<file path="src/rtl/jar_seq_pkg.sv">
// Shared types and default sizes for the digit sequencer.
// Imported by jar_digit_sequencer and jar_seq_prescaler.
package jar_seq_pkg;

  localparam int IDX_W_DEF  = 10;
  localparam int DIGITS_DEF = 1024;
  localparam int RATE_W_DEF = 4;
  localparam int BEAT_W     = 5;

  typedef enum logic [1:0] {
    ST_IDLE = 2'd0,
    ST_RUN  = 2'd1,
    ST_LOAD = 2'd2
  } seq_state_e;

endpackage

</file>
<file path="src/rtl/jar_seq_prescaler.sv">
// Rate divider: ticks once every rate+1 enabled clocks; clear or reset zeroes the count.
// The >= compare keeps a lowered rate from overrunning a count already past it.
module jar_seq_prescaler
  import jar_seq_pkg::*;
#(
  parameter int RATE_W = RATE_W_DEF
) (
  input  logic              clk,
  input  logic              reset,
  input  logic              clear,
  input  logic              en,
  input  logic [RATE_W-1:0] rate,
  output logic              tick
);

  logic [RATE_W-1:0] count;

  assign tick = en && (count >= rate);

  // NOTE: clocked state uses non-blocking assignments so every flop samples pre-edge values.
  always_ff @(posedge clk) begin
    if (reset || clear) begin
      count <= '0;
    end else if (en) begin
      count <= tick ? '0 : count + 1'b1;
    end
  end

endmodule

</file>
<file path="src/rtl/jar_digit_sequencer.sv">
// Digit index sequencer: two-beat index load, rate-gated stepping, step/wrap strobes.
// Optional JAR_SEQ_ONESHOT_EN: stop in IDLE after one full pass until stream toggles low.
module jar_digit_sequencer
  import jar_seq_pkg::*;
#(
  parameter int IDX_W  = IDX_W_DEF,
  parameter int DIGITS = DIGITS_DEF,
  parameter int RATE_W = RATE_W_DEF
) (
  input  logic              clk,
  input  logic              reset,
  input  logic              stream,
  input  logic              load,
  input  logic [BEAT_W-1:0] load_data,
  input  logic [RATE_W-1:0] rate,
  output logic [IDX_W-1:0]  index,
  output logic              step,
  output logic              wrap,
  output logic [1:0]        state
);

  localparam logic [IDX_W-1:0] LAST_IDX = IDX_W'(DIGITS - 1);

  seq_state_e          cur_q, nxt;
  logic [BEAT_W-1:0]   lo_q, lo_nxt;
  logic [IDX_W-1:0]    index_nxt;
  logic                step_nxt, wrap_nxt;
  logic [2*BEAT_W-1:0] beat_val;
  logic                run_en, tick, can_start;

  assign run_en   = (cur_q == ST_RUN) && !load && stream;
  assign beat_val = {load_data, lo_q};
  assign state    = cur_q;

  jar_seq_prescaler #(.RATE_W(RATE_W)) u_prescaler (
    .clk   (clk),
    .reset (reset),
    .clear (!run_en),
    .en    (run_en),
    .rate  (rate),
    .tick  (tick)
  );

`ifdef JAR_SEQ_ONESHOT_EN
  logic armed_q;

  // A pass that ended in a wrap needs stream seen low before a new pass may start.
  always_ff @(posedge clk) begin
    if (reset || !stream) begin
      armed_q <= 1'b1;
    end else if (wrap_nxt) begin
      armed_q <= 1'b0;
    end
  end

  assign can_start = stream && armed_q;
`else
  assign can_start = stream;
`endif

  // NOTE: every always_comb output gets a default first, so no path can infer a latch.
  always_comb begin
    nxt       = cur_q;
    lo_nxt    = lo_q;
    index_nxt = index;
    step_nxt  = 1'b0;
    wrap_nxt  = 1'b0;
    case (cur_q)
      ST_IDLE: begin
        if (load) begin
          lo_nxt = load_data;
          nxt    = ST_LOAD;
        end else if (can_start) begin
          nxt = ST_RUN;
        end
      end
      ST_LOAD: begin
        if (load) begin
          index_nxt = (int'(beat_val) >= DIGITS) ? '0 : IDX_W'(beat_val);
          step_nxt  = 1'b1;
          nxt       = can_start ? ST_RUN : ST_IDLE;
        end
      end
      ST_RUN: begin
        if (load) begin
          lo_nxt = load_data;
          nxt    = ST_LOAD;
        end else if (!stream) begin
          nxt = ST_IDLE;
        end else if (tick) begin
          step_nxt = 1'b1;
          if (index == LAST_IDX) begin
            index_nxt = '0;
            wrap_nxt  = 1'b1;
`ifdef JAR_SEQ_ONESHOT_EN
            nxt       = ST_IDLE;
`endif
          end else begin
            index_nxt = index + IDX_W'(1);
          end
        end
      end
      default: nxt = ST_IDLE;
    endcase
  end

  always_ff @(posedge clk) begin
    if (reset) begin
      cur_q <= ST_IDLE;
      lo_q  <= '0;
      index <= '0;
      step  <= 1'b0;
      wrap  <= 1'b0;
    end else begin
      cur_q <= nxt;
      lo_q  <= lo_nxt;
      index <= index_nxt;
      step  <= step_nxt;
      wrap  <= wrap_nxt;
    end
  end

endmodule
</file>
<file path="config.mk">
export PLATFORM = sky130hd
export DESIGN_NAME = jar_digit_sequencer
export DESIGN_NICKNAME = d
export VERILOG_FILES = /design/src/rtl/jar_seq_pkg.sv /design/src/rtl/jar_seq_prescaler.sv /design/src/rtl/jar_digit_sequencer.sv
export SDC_FILE = /design/constraint.sdc
export NUM_CORES = 1
export LEC_CHECK = 0
export ABC_AREA = 1
export CORE_MARGIN = 5
export CORE_UTILIZATION = 40
export CTS_BUF_LIST = sky130_fd_sc_hd__clkbuf_8
export DETAILED_ROUTE_END_ITERATION = 8
export HOLD_SLACK_MARGIN = 0.08
export MAX_ROUTING_LAYER = met4
export PLACE_DENSITY = 0.6
export SETUP_SLACK_MARGIN = 0.02
export SKIP_LAST_GASP = 1
export SLEW_MARGIN = 20
export SYNTH_ARGS = -nofsm -noshare
export SYNTH_HDL_FRONTEND = slang
export SYNTH_SLANG_ARGS = --single-unit
export TNS_END_PERCENT = 10
</file>
<file path="constraint.sdc">
create_clock -name clk -period 2.8 [get_ports clk]
set_clock_uncertainty 0.05 [all_clocks]
set_input_delay 0.7 -clock clk [delete_from_list [all_inputs] [get_ports clk]]
set_output_delay 0.7 -clock clk [all_outputs]
set_load 0.02 [all_outputs]
</file>
==> results of run 1 <==
## metrics by stage
stage          hold WS (ns)  setup WS (ns)  total power [mW]
3_3_place_gp          0.401          0.325             0.955
6_report              0.423          0.572              1.16
3_5_place_dp          0.412          0.294             0.958
2_1_floorplan         0.380          0.858             0.788
5_1_grt               0.463          0.389              1.26
4_1_cts               0.433          0.583              1.17
## cell usage in the layout (no fill, tap or decap)
cell / count
a21oi_1: 9
a21oi_2: 1
buf_4: 1
clkbuf_8: 3
clkdlybuf4s50_1: 26
clkinv_2: 2
dfxtp_1: 23
ha_1: 10
inv_1: 25
inv_2: 2
nand2_1: 59
nand2_2: 1
nand2_4: 4
nand3_1: 13
nand3_2: 1
nand4_1: 1
nor2_1: 40
nor2_2: 2
o21ai_0: 16
o221ai_1: 1
xnor2_1: 2
xor2_1: 4
## path summary, 6_finish.rpt
path / startpoint / endpoint / slack [ns] / cells after the start
worst min register to register: u_prescaler.count[0] / u_prescaler.count[0] / 0.42 / 1
worst max register to register: state[1] / lo_q[2] / 0.83 / 6
worst max-delay path: rate[3] / index[8] / 0.57 / 11
worst min-delay path: u_prescaler.count[0] / u_prescaler.count[0] / 0.42 / 1
## cells by family (layout without fill, tap and decap cells)
group	count (synthesis)	after routing	synth area share, %
AND/OR/NAND/NOR	121	121	36.2
buffers and inverters	32	59	9.11
AO/OA/AOI/OAI	27	27	9.99
flip-flops	23	23	32.3
adder cells (fa/ha/maj)	10	10	8.76
XOR/XNOR	6	6	3.68
## final cells by class
cell class / count / area [um^2] / area share (%)
Multi-Input combinational cell: 164 / 837 / 47.1
Inverter: 28 / 106 / 5.99
Clock buffer: 3 / 41.3 / 2.33
Timing Repair Buffer: 27 / 268 / 15.1
Clock inverter: 1 / 5.00 / 0.282
Sequential cell: 23 / 460 / 25.9
Tap cell: 46 / 57.6 / 3.24
## cells in the mapped netlist (2+ instances only)
master / instances
nand3_1: 13
dfxtp_1: 23
a21oi_1: 9
clkbuf_1: 2
nor2_2: 2
inv_2: 2
nor2_1: 40
xor2_1: 4
o21ai_0: 16
xnor2_1: 2
nand2_1: 59
inv_1: 25
nand2_4: 4
ha_1: 10
## routing by layer
layer	vias to the layer above	global-route usage, %	routed length (um)
met1	574	19.1	1640
li1	736	-	-
met3	2	3.48	144
met2	19	22.7	1370
met4	0	2.55	24
met5	-	-	0
## registers in the layout, indices dropped and copies added (netlist names)
register           flops
lo_q                   5
state                  2
u_prescaler.count      4
wrap                   1
index                 10
step                   1
## power by group through the flow
stage	logic, mW	clock network (mW)	registers, mW
CTS	0.502	0.217	0.451
global placement	0.497	0	0.458
detailed placement	0.500	0	0.458
floorplan	0.292	0	0.496
finish	0.498	0.209	0.450
global route	0.571	0.231	0.463
## critical path: cells and delay by family
| family | cells | cell delay (ns) |
|---|---|---|
| fa+ha+maj | 1 | 0.31 |
| simple gates | 7 | 0.69 |
| buf+inv | 2 | 0.49 |
| compound gates | 1 | 0.14 |
==> impl_metrics.tcl, run 1 <==
set metrics [dict create \
    cp.arrival_ns 2.34 \
    wl_per_cell_um 10.9 \
    dieHeight_um 69.7 \
    fin_cells 292 \
    switching_share_pct 40.5 \
    postLayoutCellArea_mm2 0.00178 \
    drt-initial-drc-count 59 \
    grt_max_degree 19 \
    switching_power_mw 0.469 \
    cp-start-kind "primary input" \
    numCtsBuffers 3 \
    port_buffers 26 \
    slew_headroom_pct 50.6 \
    clock_sinks 23 \
    p_seq_share_pct 38.9 \
    period_minus_slack_ns 2.23 \
    clk_pin_slew_worst_paths_ns 0.09 \
    tns_ns 0 \
    synth-seq-cells 23 \
    fin_crit_sh_pct 79.6 \
    drtPass1Iterations 4 \
    crit_path_max_fanout 18 \
    worstPathRequired_ns 2.91 \
    endpoint_kind "flip-flop" \
    grt_pass1_vias 1254 \
    drive_gt1_share_pct 6.91 \
    synth_edf_count 0 \
    io_pins 27 \
    synth_ff_type "dfxtp_1" \
    synth_top_area_share_pct 32.3 \
    irDropWorstVdd_mv 0.428 \
    p_clk_share_pct 18.0 \
    synth_nets 242 \
    p_leak_nw 0.822 \
    grt_pass1_wl_mm 5.65 \
    dp_cells 288 \
    antenna_found_initial 0 \
    cts_tree "done" \
    p_comb_share_pct 43.0 \
    cp_cell_sequence "clkdlybuf4s50_1 > inv_1 > ha_1 > a21oi_1 > nand3_1 > nand2_4 > nand2_4 > nand2_4 > nand2_1 > nand2_1 > nor2_1" \
    vias 1331 \
    cts_setup_buffers 0 \
    fmax_ghz 0.449 \
    core_mm2 0.00339 \
    place.gp.congestion 0.842 \
    synthesis.area_mm2 0.00143 \
    ys_warn_count 0 \
    cts_max_level 1 \
    hold_viol 0 \
    outcome "finished, final reports clean" \
    grt_setup_unrepaired "no" \
    n_antenna_cell 0 \
    synth_top_cells_by_area "dfxtp_1 32%, nand2_1 16%, nor2_1 11%" \
    post_cts_resize_count 0 \
    cp_slowest_stage_delay_ns 0.45 \
    area_growth_pct 24.4 \
    start_util_pct 42.1 \
    slowest_stage "clkdlybuf4s50_1" \
    rows 21 \
    cellPowerDensity_mw_per_mm2 652 \
    cap_viol_max_count 0 \
    setup-violations-final 0 \
    netlist_instances 219 \
    synthArstFlopShare_pct 0 \
    vias_per_cell 4.56 \
    drc 0 \
    cp_common_cell "nand2_4" \
    worstMarginPinSlew_ns 0.733 \
    dp_hpwl_mm 2.47 \
    nNetsFinal 270 \
    yosysTopAreaCell "dfxtp_1" \
    ctsRootBufferMaster "clkbuf_8" \
    dpl_cell_area_mm2 0.00173 \
    hp-class "reg2reg" \
    grt_usage_pct 14.5 \
    drt-total-wl_mm 3.18 \
    clk_path_buf_depth 2 \
    dieArea_mm2 0.00486 \
    drt.antenna.violating_nets 0 \
    die_w_um 69.7 \
    internal-power_mw 0.689 \
    finalMaxSlewViolations 0 \
    synth.yosys.seq_area_share_pct 32.3 \
    clock_latency_ns 0.27 \
    grt_overflow_total 0 \
    worstSetupPathType "in2reg" \
    synth.distinct_cells 22 \
    cts_hold_buf 0 \
    utilization_pct 52.4 \
    num-fill-cells 364 \
    syn_area_per_cell_um2 6.52 \
]
Note: power is estimated with default switching activity, not from simulation.
==> inputs of run 2 (changes only) <==
--- a/config.mk
+++ b/config.mk
@@ -12,7 +12,7 @@
 export DETAILED_ROUTE_END_ITERATION = 8
 export HOLD_SLACK_MARGIN = 0.08
 export MAX_ROUTING_LAYER = met4
-export PLACE_DENSITY = 0.6
+export PLACE_DENSITY = 0.62
 export SETUP_SLACK_MARGIN = 0.02
 export SKIP_LAST_GASP = 1
 export SLEW_MARGIN = 20
==> constraint.sdc (replaced) <==
create_clock -name clk -period 1.8 [get_ports clk]
set_clock_uncertainty 0.05 [all_clocks]
set_input_delay 0.45 -clock clk [delete_from_list [all_inputs] [get_ports clk]]
set_output_delay 0.45 -clock clk [all_outputs]
set_load 0.02 [all_outputs]
==> run 2 against run 1 <==
Effect of this change: the flow now finishes with violations (negative setup slack); worst hold slack got worse by 0.0040 ns; critical path depth decreased by 10; clock power increased by 57%; worst setup slack got worse by 0.60 ns; total power increased by 64%; sequential share of layout area decreased by 2.5 points; combinational power increased by 74%; largest power group unchanged.
==> impl_metrics.tcl, run 2 (synthesis gave the netlist of run 1 again) <==
set metrics [dict create \
    grt_pass1_vias 1205 \
    finalMaxSlewViolations 0 \
    drt-total-wl_mm 3.43 \
    fin_ws_ns -0.0308 \
    fmax_ghz 0.546 \
    r2r-start "state[1]" \
    ctsRootBufferMaster "clkbuf_8" \
    fin_cells 305 \
    cp_top_family "buffers and inverters" \
    clock_latency_ns 0.27 \
    grt_use_met3_pct 2.17 \
    rows 21 \
    dp_cells 299 \
    critPathBufInv 1 \
    wl_per_cell_um 11.2 \
    num-fill-cells 331 \
    outcome "finished, violations left" \
    multi_input_area_um2 911 \
    numCtsBuffers 3 \
    largest_registers "index x10, lo_q x5, u_prescaler.count x4" \
    endpoint_kind "output pin" \
    drc 0 \
    n_antenna_cell 0 \
    cp-start-kind "flip-flop" \
    setup.worst_path.start "index[6]" \
    cp_slowest_stage_delay_ns 0.64 \
    nNetsFinal 283 \
    crit_path_max_fanout 5 \
    cap_viol_max_count 0 \
    top_register "index" \
    p_leak_nw 0.942 \
    cts_max_level 1 \
    vias_per_cell 4.63 \
    dieHeight_um 69.7 \
    die_w_um 69.7 \
    port_buffers 26 \
    place.gp.congestion 0.855 \
    clock_sinks 23 \
    grt_usage_pct 14.4 \
    setup-violations-final 4 \
    worstSetupPathType "reg2out" \
    dp_hpwl_mm 2.55 \
    seqCellArea_um2 460 \
    dp_slack_ns -0.439 \
    hold-worst-slack_ns 0.419 \
    dieArea_mm2 0.00486 \
    hp-class "reg2reg" \
    worstHoldStart "u_prescaler.count[0]" \
    start_util_pct 42.1 \
    grt_setup_unrepaired "yes" \
    worstMarginPinSlew_ns 0.320 \
    period_minus_slack_ns 1.83 \
    violations "negative setup slack" \
    tns_ns -0.0785 \
    slowest_stage "clkdlybuf4s50_1" \
    drtPass1Iterations 4 \
    cp.arrival_ns 1.33 \
    drive_gt1_share_pct 15.8 \
    clk_path_buf_depth 2 \
    cts_tree "done" \
    power_mw 1.89 \
    layout_commonest_cell "nand2_1" \
    largest_reg_flops 10 \
    grt_most_used_layer "met2" \
    worstPathRequired_ns 1.30 \
    antenna_found_initial 0 \
    drt-initial-drc-count 60 \
    grt_pass1_wl_mm 5.47 \
    cp_cell_sequence "clkdlybuf4s50_1" \
    vias 1411 \
    grt_max_degree 21 \
    grt_overflow_total 0 \
    clk_pin_slew_worst_paths_ns 0.08 \
    cellPowerDensity_mw_per_mm2 963 \
    core_mm2 0.00339 \
    final_cell_mix "57 x nand2_1, 40 x nor2_1, 23 x inv_1, 23 x dfxtp_1, 21 x clkdlybuf4s50_1" \
    grt_use_met2_pct 20.7 \
    slew_headroom_pct 78.7 \
    io_pins 27 \
    drt.antenna.violating_nets 0 \
    fin_crit_sh_pct 102 \
    area_growth_pct 37.8 \
    hold_viol 0 \
    irDropWorstVdd_mv 0.447 \
    gr-usage-met1_pct 19.0 \
    cts_hold_buf 0 \
]
-- run 2: cell types whose count changed in the layout (fill, tap and decap cells not counted), sizes merged --
cell / before / now
clkinv: 2 / 1
buf: 1 / 14
dlymetal6s2s: 0 / 4
clkdlybuf4s50: 26 / 21
dlygate4sd2: 0 / 1
inv: 27 / 28
-- run 2: per-stage QoR --
stage / area [um^2] / utilization, %
2_1_floorplan: 1430 / -
3_3_place_gp: 1820 / 53.8
3_5_place_dp: 1820 / 53.8
4_1_cts: 1900 / 56.1
5_1_grt: 1970 / 58.0
6_report: 1970 / 58.0
-- run 2: final cells by class --
cell class | instances | share of cell area (%)
clock buffers | 3 | 2.10
clock inverters | 1 | 0.191
inverters | 28 | 5.41
multi-input cells | 164 | 46.3
flip-flops and latches | 23 | 23.4
well taps | 46 | 2.93
repair buffers | 40 | 19.7
-- run 2: per-layer routing --
layer / wire length, um / up-vias
met1: 1750 / 620
met3: 89 / 4
met2: 1500 / 20
met5: 0 / -
met4: 82 / 0
li1: - / 767
-- run 2: path summary, 6_finish.rpt --
| path | end | slack [ns] | depth (start not counted) |
|---|---|---|---|
| worst max-delay path | index[6] | -0.03 | 1 |
| worst min-delay path | u_prescaler.count[0] | 0.42 | 1 |
| worst max register to register | index[1] | 0.13 | 9 |
| worst min register to register | u_prescaler.count[0] | 0.42 | 1 |
-- run 2: repair_timing --
item / 4_1_cts / 5_1_grt
pin swaps: 0 / 6
endpoints found under the hold margin: 0 / 0
setup buffers: 0 / 2
cloned: 0 / 0
setup endpoints to repair: 25 / 26
resized for setup: 6 / 13
-- run 2: power by group --
part	total (mW)	switching (mW)	internal (mW)
registers	0.699	0.0973	0.601
clock network	0.328	0.175	0.153
logic	0.868	0.495	0.373
